**src/rtl/ste_avg_seq.sv**
```systemverilog
// ste_avg_seq: drives an IIR averager over an N-sample burst and returns the final average as one result.
// Optional idle-sample timeout in RUN is enabled by defining STE_AVG_SEQ_TIMEOUT_EN.
module ste_avg_seq #(
    parameter int DATA_W      = 16,
    parameter int CNT_W       = 8,
    parameter int TIMEOUT_CYC = 1024
) (
    input  logic              clk,
    input  logic              rst,
    input  logic              start_i,
    input  logic [CNT_W-1:0]  num_smp_i,
    input  logic [DATA_W-1:0] smp_i,
    input  logic              smp_vld_i,
    output logic              smp_rdy_o,
    output logic [DATA_W-1:0] avg_din_o,
    output logic              avg_clr_o,
    output logic              avg_en_o,
    input  logic [DATA_W-1:0] avg_dout_i,
    input  logic              avg_update_i,
    output logic [DATA_W-1:0] res_o,
    output logic              res_vld_o,
    input  logic              res_rdy_i,
    output logic              busy_o,
    output logic              err_o
);
    typedef enum logic [2:0] {IDLE, CLR, RUN, LAST, CHK, HOLD} state_t;
    state_t state_q, state_d;
    logic [CNT_W-1:0] n_q, n_d, cnt_q, cnt_d;
    logic [DATA_W-1:0] din_q, din_d, res_q, res_d;
    logic clr_q, clr_d, en_q, en_d, err_q, err_d;
    logic acc;
`ifdef STE_AVG_SEQ_TIMEOUT_EN
    localparam int TO_W = $clog2(TIMEOUT_CYC + 1);
    logic [TO_W-1:0] idle_q, idle_d;
`endif
    assign smp_rdy_o = (state_q == RUN) && (cnt_q < n_q);
    assign acc       = smp_vld_i && smp_rdy_o;
    always_comb begin
        state_d = state_q;
        n_d     = n_q;
        cnt_d   = acc ? cnt_q + 1'b1 : cnt_q;
        din_d   = acc ? smp_i : din_q;
        res_d   = res_q;
        clr_d   = 1'b0;
        en_d    = acc;
        err_d   = 1'b0;
`ifdef STE_AVG_SEQ_TIMEOUT_EN
        idle_d  = idle_q;
`endif
        case (state_q)
            IDLE: if (start_i) begin
                if (num_smp_i == '0) err_d = 1'b1;
                else begin
                    n_d     = num_smp_i;
                    clr_d   = 1'b1;
                    din_d   = '0;
                    state_d = CLR;
                end
            end
            CLR: begin
                cnt_d   = '0;
                state_d = RUN;
`ifdef STE_AVG_SEQ_TIMEOUT_EN
                idle_d  = '0;
`endif
            end
            RUN: begin
                if (acc && cnt_q == n_q - 1'b1) state_d = LAST;
`ifdef STE_AVG_SEQ_TIMEOUT_EN
                // Abandon the burst once the source has been silent for TIMEOUT_CYC cycles.
                if (acc) idle_d = '0;
                else if (idle_q == TO_W'(TIMEOUT_CYC - 1)) begin
                    err_d   = 1'b1;
                    clr_d   = 1'b1;
                    state_d = IDLE;
                end else idle_d = idle_q + 1'b1;
`endif
            end
            LAST: begin
                res_d   = avg_dout_i;
                state_d = CHK;
            end
            CHK: if (avg_update_i) state_d = HOLD;
            else begin
                err_d   = 1'b1;
                res_d   = '0;
                state_d = IDLE;
            end
            HOLD: if (res_rdy_i) state_d = IDLE;
            default: state_d = IDLE;
        endcase
    end
    always_ff @(posedge clk) begin
        if (rst) begin
            state_q <= IDLE;
            n_q     <= '0;
            cnt_q   <= '0;
            din_q   <= '0;
            res_q   <= '0;
            clr_q   <= 1'b0;
            en_q    <= 1'b0;
            err_q   <= 1'b0;
`ifdef STE_AVG_SEQ_TIMEOUT_EN
            idle_q  <= '0;
`endif
        end else begin
            state_q <= state_d;
            n_q     <= n_d;
            cnt_q   <= cnt_d;
            din_q   <= din_d;
            res_q   <= res_d;
            clr_q   <= clr_d;
            en_q    <= en_d;
            err_q   <= err_d;
`ifdef STE_AVG_SEQ_TIMEOUT_EN
            idle_q  <= idle_d;
`endif
        end
    end
    assign avg_din_o = din_q;
    assign avg_clr_o = clr_q;
    assign avg_en_o  = en_q;
    assign res_o     = res_q;
    assign res_vld_o = (state_q == HOLD);
    assign busy_o    = (state_q != IDLE);
    assign err_o     = err_q;
endmodule

```
**config.mk**
```make
export PLATFORM = sky130hd
export DESIGN_NAME = ste_avg_seq
export DESIGN_NICKNAME = d
export VERILOG_FILES = /design/src/rtl/ste_avg_seq.sv
export SDC_FILE = /design/constraint.sdc
export NUM_CORES = 1
export LEC_CHECK = 0
export BUFFER_PORTS_ARGS = -buffer_cell sky130_fd_sc_hd__buf_2
export CORE_MARGIN = 4
export CORE_UTILIZATION = 50
export DETAILED_ROUTE_END_ITERATION = 16
export GPL_TIMING_DRIVEN = 0
export PLACE_DENSITY = 0.82
export SLEW_MARGIN = 40
export SYNTH_ARGS = -nofsm -noshare
export SYNTH_HDL_FRONTEND = slang
export SYNTH_SLANG_ARGS = --single-unit
```
**constraint.sdc**
```tcl
create_clock -name clk -period 2.31 [get_ports clk]
set_input_delay 0.231 -clock clk [delete_from_list [all_inputs] [get_ports clk]]
set_output_delay 0.231 -clock clk [all_outputs]
set_load 0.1 [all_outputs]
```
# Word-level counts from Yosys, hierarchy flattened
# Cells that the tools add are included.
[word_totals] regBits=54 out_inout_bits=38 elab_cells=54
[classes] addsub=2 magnitude_cmp=1 n_eq_ne=11 muxes=17 n_bitwise=3 n_reduce_logical=12
[ops] cell="16-bit 2-to-1 mux" count=5
[ops] cell="16-bit case mux with 2 select lines" count=1
[ops] cell="3-bit case mux with 6 select lines" count=1
[ops] cell="3-bit 2-to-1 mux" count=5
[ops] cell="8-bit by 1-bit adder with 8-bit output, second input constant" count=1
[ops] cell="8-bit == test" count=1
[ops] cell="8-bit logical NOT" count=1
[ops] cell="8-bit < comparator" count=1
[ops] cell="8-bit by 1-bit subtractor with 8-bit output, second input constant" count=1
[ops] cell="3-bit by 2-bit == test with 1-bit output, second input constant" count=2
[ops] cell="3-bit == test, second input constant" count=2
[ops] cell="2-bit != test, second input constant" count=3
[ops] cell="1-bit 2-to-1 mux" count=4
[ops] cell="2-bit by 1-bit != test with 1-bit output, second input constant" count=2
[ops] cell="4-bit AND reduction" count=1
[ops] cell="3-bit by 1-bit == test with 1-bit output, second input constant" count=1
[ops] cell="1-bit logical AND" count=3
[ops] cell="3-bit logical NOT" count=1
[ops] cell="1-bit inverter" count=3
[ops] cell="3-bit AND reduction" count=1
[ops] cell="3-bit nonzero test" count=1
[ops] cell="3-bit OR reduction" count=1
[ops] cell="1-bit case mux with 2 select lines" count=1
[ops] cell="2-bit AND reduction" count=1
[ops] cell="2 further kinds" count=2

# Depth between registers and ports, before layout
[depth] word_depth=7 mapped_depth=9

# Least setup slack after synthesis
# OpenSTA, ideal clock, no wires.
[synth_timing] path_type="flip-flop to output port" startpoint="register cnt_q[1]" endpoint="output port smp_rdy_o" t_arrival_ns=2.641 path_slack_ns=-0.562 path_stages_with_launch=7 n_path_buf=1 path_cell_list="dfxtp_1 ha_1 nor2b_1 o211ai_1 a21oi_1 clkbuf_1 nor2_1"
[synth_between] elab_chain_len=2
[synth_lines] element="from (decl)" line="28" source="logic [CNT_W-1:0] n_q, n_d, cnt_q, cnt_d;"
[synth_lines] element="from (signal assigned)" line="109" source="cnt_q <= cnt_d;"
[synth_lines] element="8-bit < comparator" line="36" source="assign smp_rdy_o = (state_q == RUN) && (cnt_q < n_q);"
[synth_lines] element="1-bit logical AND" line="36"
[synth_lines] element="to (decl)" line="14" source="output logic smp_rdy_o,"
# No other way between the ends.

# Worst setup path after layout
[layout_timing] startpoint="register n_q[1]" endpoint="output port smp_rdy_o"
[layout_between] elab_chain_len=2
[layout_lines] element="from (decl)" line="28"
[layout_lines] element="from (signal assigned)" line="108" source="n_q <= n_d;"
[layout_lines] element="8-bit < comparator" line="36"
[layout_lines] element="1-bit logical AND" line="36"
# No other way between the ends.

==> flow_summary.json <==
{
  "synth_seq_cells": 54,
  "power_density_mw_per_mm2": 1020,
  "synth.largest_area_cell": "dfxtp_1",
  "endpoint_kind": "primary output",
  "final_cell_mix": "buf_2 (84), dfxtp_1 (48), nor2_1 (27), a21oi_1 (26), o21ai_0 (26)",
  "cap_violations": 0,
  "seq_area_frac_synth": 0.435,
  "finalCritPeriodShare": 0.965,
  "initialDrtViolationCount": 188,
  "clockBufferDepth": 2,
  "p_leak_nw": 1.34,
  "required_ns": 2.08,
  "die_w_um": 78.5,
  "drv_slew": 0,
  "netlist_top_cells_area": "dfxtp_1 (43%), a21oi_1 (5.6%), o21ai_0 (5.2%), ha_1 (5.0%), a22oi_1 (4.8%)",
  "n_antenna_cell": 0,
  "clkTransAtPathRegs_ns": 0.09,
  "cts_tree": "built",
  "p_seq_frac": 0.333,
  "cts_buffers": 5,
  "grt_max_degree": 17,
  "slew_headroom": 0.659,
  "yosysTopAreaCellShare": 0.435,
  "start_kind": "flop",
  "routabilityCongestion": 0.858,
  "ios": 84,
  "initial_utilization": 0.523,
  "syn2layout_area_growth_pct": 28.7,
  "min_period_ns": 2.23,
  "synth_nets": 353,
  "grt_pass1_vias": 2407,
  "netlist_area_sq_mm": 0.00249,
  "layout-drive-gt1-share": 0.315,
  "status": "finished, final reports clean",
  "cp_max_fo": 10,
  "syn_inst": 297,
  "dieArea_sq_mm": 0.00616,
  "layout_setup_ws_ns": 0.0799,
  "intPower_w": 0.00178,
  "post-route-drc-count": 0,
  "ctsHoldBuffers": 0,
  "arrival_ns": 2.00,
  "wl_um": 6560,
  "critPathKind": "reg2out",
  "finClkSkew_ns": 0.0104,
  "cts_sinks": 54,
  "die_height_um": 78.5,
  "dp_hpwl_um": 4780,
  "whs_ns": 0.126,
  "p_comb_frac": 0.486,
  "final_common_cell": "buf_2",
  "grt_first_pass_wirelength_um": 10500,
  "fmax_ghz": 0.448,
  "synth.avg_cell_area_sq_um": 8.37,
  "worstMarginPinSlew_ns": 0.509,
  "swShare": 0.453,
  "p_sw_w": 0.00147,
  "synth_cell_types": 35,
  "vias": 2533,
  "dr.pass1.iters": 5,
  "viasPerCell": 5.54,
  "overflow": 0,
  "grt_usage": 0.211,
  "htree_levels": 2,
  "pre_cts_ws_ns": -0.174,
  "fillers": 418,
  "avgRoutedWirePerCell_um": 14.4,
  "cts_root_buf": "clkbuf_8",
  "setup_viol": 0,
  "std_cell_rows": 25,
  "coreArea_sq_mm": 0.00475,
  "max-vdd-ir-drop_v": 0.000546,
  "clock_power_share": 0.181,
  "final_core_util": 0.673,
  "hold_path.class": "in2reg",
  "yosysWarnings": 0,
  "antenna_left": 0,
  "grt_antenna_before_repair": 0,
  "insertion_delay_ns": 0.32,
  "io_buffers": 82,
  "finalNetCount": 445,
  "hold_viol_final": 0
}
## registers in the layout, summed over array words and instances (netlist names)
signal	flops
avg_en_o	1
cnt_q	8
n_q	8
avg_clr_o	1
err_o	1
avg_din_o	16
state_q	3
res_o	16
## what timing repair did
| item | 4_1_cts | 5_1_grt |
|---|---|---|
| pin swaps | 2 | 3 |
| setup endpoints to repair | 12 | 22 |
| setup buffers | 2 | 2 |
| gates cloned | 0 | 0 |
| resized for setup | 12 | 15 |
| hold endpoints to repair | 0 | 0 |
## worst paths after layout
kind | startpoint | to | slack, ns | depth (start not counted)
max | n_q[1] | smp_rdy_o | 0.08 | 9
min | num_smp_i[2] | n_q[2] | 0.13 | 3
max reg2reg | n_q[6] | cnt_q[4] | 0.14 | 8
min reg2reg | avg_din_o[2] | avg_din_o[2] | 0.48 | 2
## cell type report
class	count	area, sq um	area share
timing repair buffer	86	455	0.142
inverter	13	48.8	0.0153
buffer	17	93.8	0.0293
multi-input combinational	212	1320	0.414
clock inverter	1	8.76	0.00274
sequential	54	1090	0.340
tap	67	83.8	0.0262
clock buffer	7	96.3	0.0301
## worst max-delay path, stage by stage, from the launching register on
cell	delay, ns
dfxtp_2	0.35
inv_1	0.07
ha_1	0.28
nor2b_1	0.13
o211ai_1	0.16
buf_4	0.15
a21oi_4	0.07
clkbuf_8	0.18
nor2_4	0.12
buf_12	0.18
## power groups by stage
stage          sequential [W]  clock (W)  combinational, W
2_1_floorplan         0.00140          0          0.000837
3_3_place_gp          0.00110          0           0.00140
3_5_place_dp          0.00110          0           0.00142
4_1_cts               0.00108   0.000602           0.00152
5_1_grt               0.00109   0.000633           0.00170
6_report              0.00108   0.000588           0.00158
## Yosys cell counts (all sizes together)
master   count
and2         4
o31ai        3
nand2b       3
clkbuf      12
nand4        5
o2111ai      1
a31oi        2
or4          3
o21ai       26
a32oi        2
buf          6
inv         13
a21o         2
xnor2       10
nand3       19
o211ai       2
a41oi        1
nor2        30
nand2       19
nor3         7
a22oi       16
and2b        1
a31o         3
mux2i        3
nor2b        2
or3          1
a21oi       28
nor4         6
ha          10
xor2         2
dfxtp       54
or2          1
## metal layers
metal | global-route usage | vias up | routed length, um
met5 | 0 | - | 0
met4 | 0.0997 | 0 | 138
met3 | 0.0596 | 12 | 466
met2 | 0.340 | 87 | 3250
met1 | 0.258 | 1189 | 2700
li1 | - | 1245 | -
## cells by family (layout without fill, tap and decap cells)
family | Yosys count | after routing | synth area share
flip-flops | 54 | 54 | 0.435
AND/OR/NAND/NOR | 101 | 101 | 0.197
buffers and inverters | 31 | 124 | 0.0528
multiplexers | 3 | 3 | 0.0121
AO/OA/AOI/OAI | 86 | 86 | 0.210
XOR/XNOR | 12 | 12 | 0.0423
adder cells (fa/ha/maj) | 10 | 10 | 0.0503
## through the flow
step                std cells  area, sq um  TNS (ns)  total power (W)
global placement          446         2990    -0.161          0.00249
detailed placement        446         2990    -0.371          0.00252
finish                    457         3200         0          0.00325
CTS                       455         3150         0          0.00320
floorplan                 297         2490         0          0.00223
global route              457         3200   -0.0276          0.00343
(Power assumes the default switching activity.)
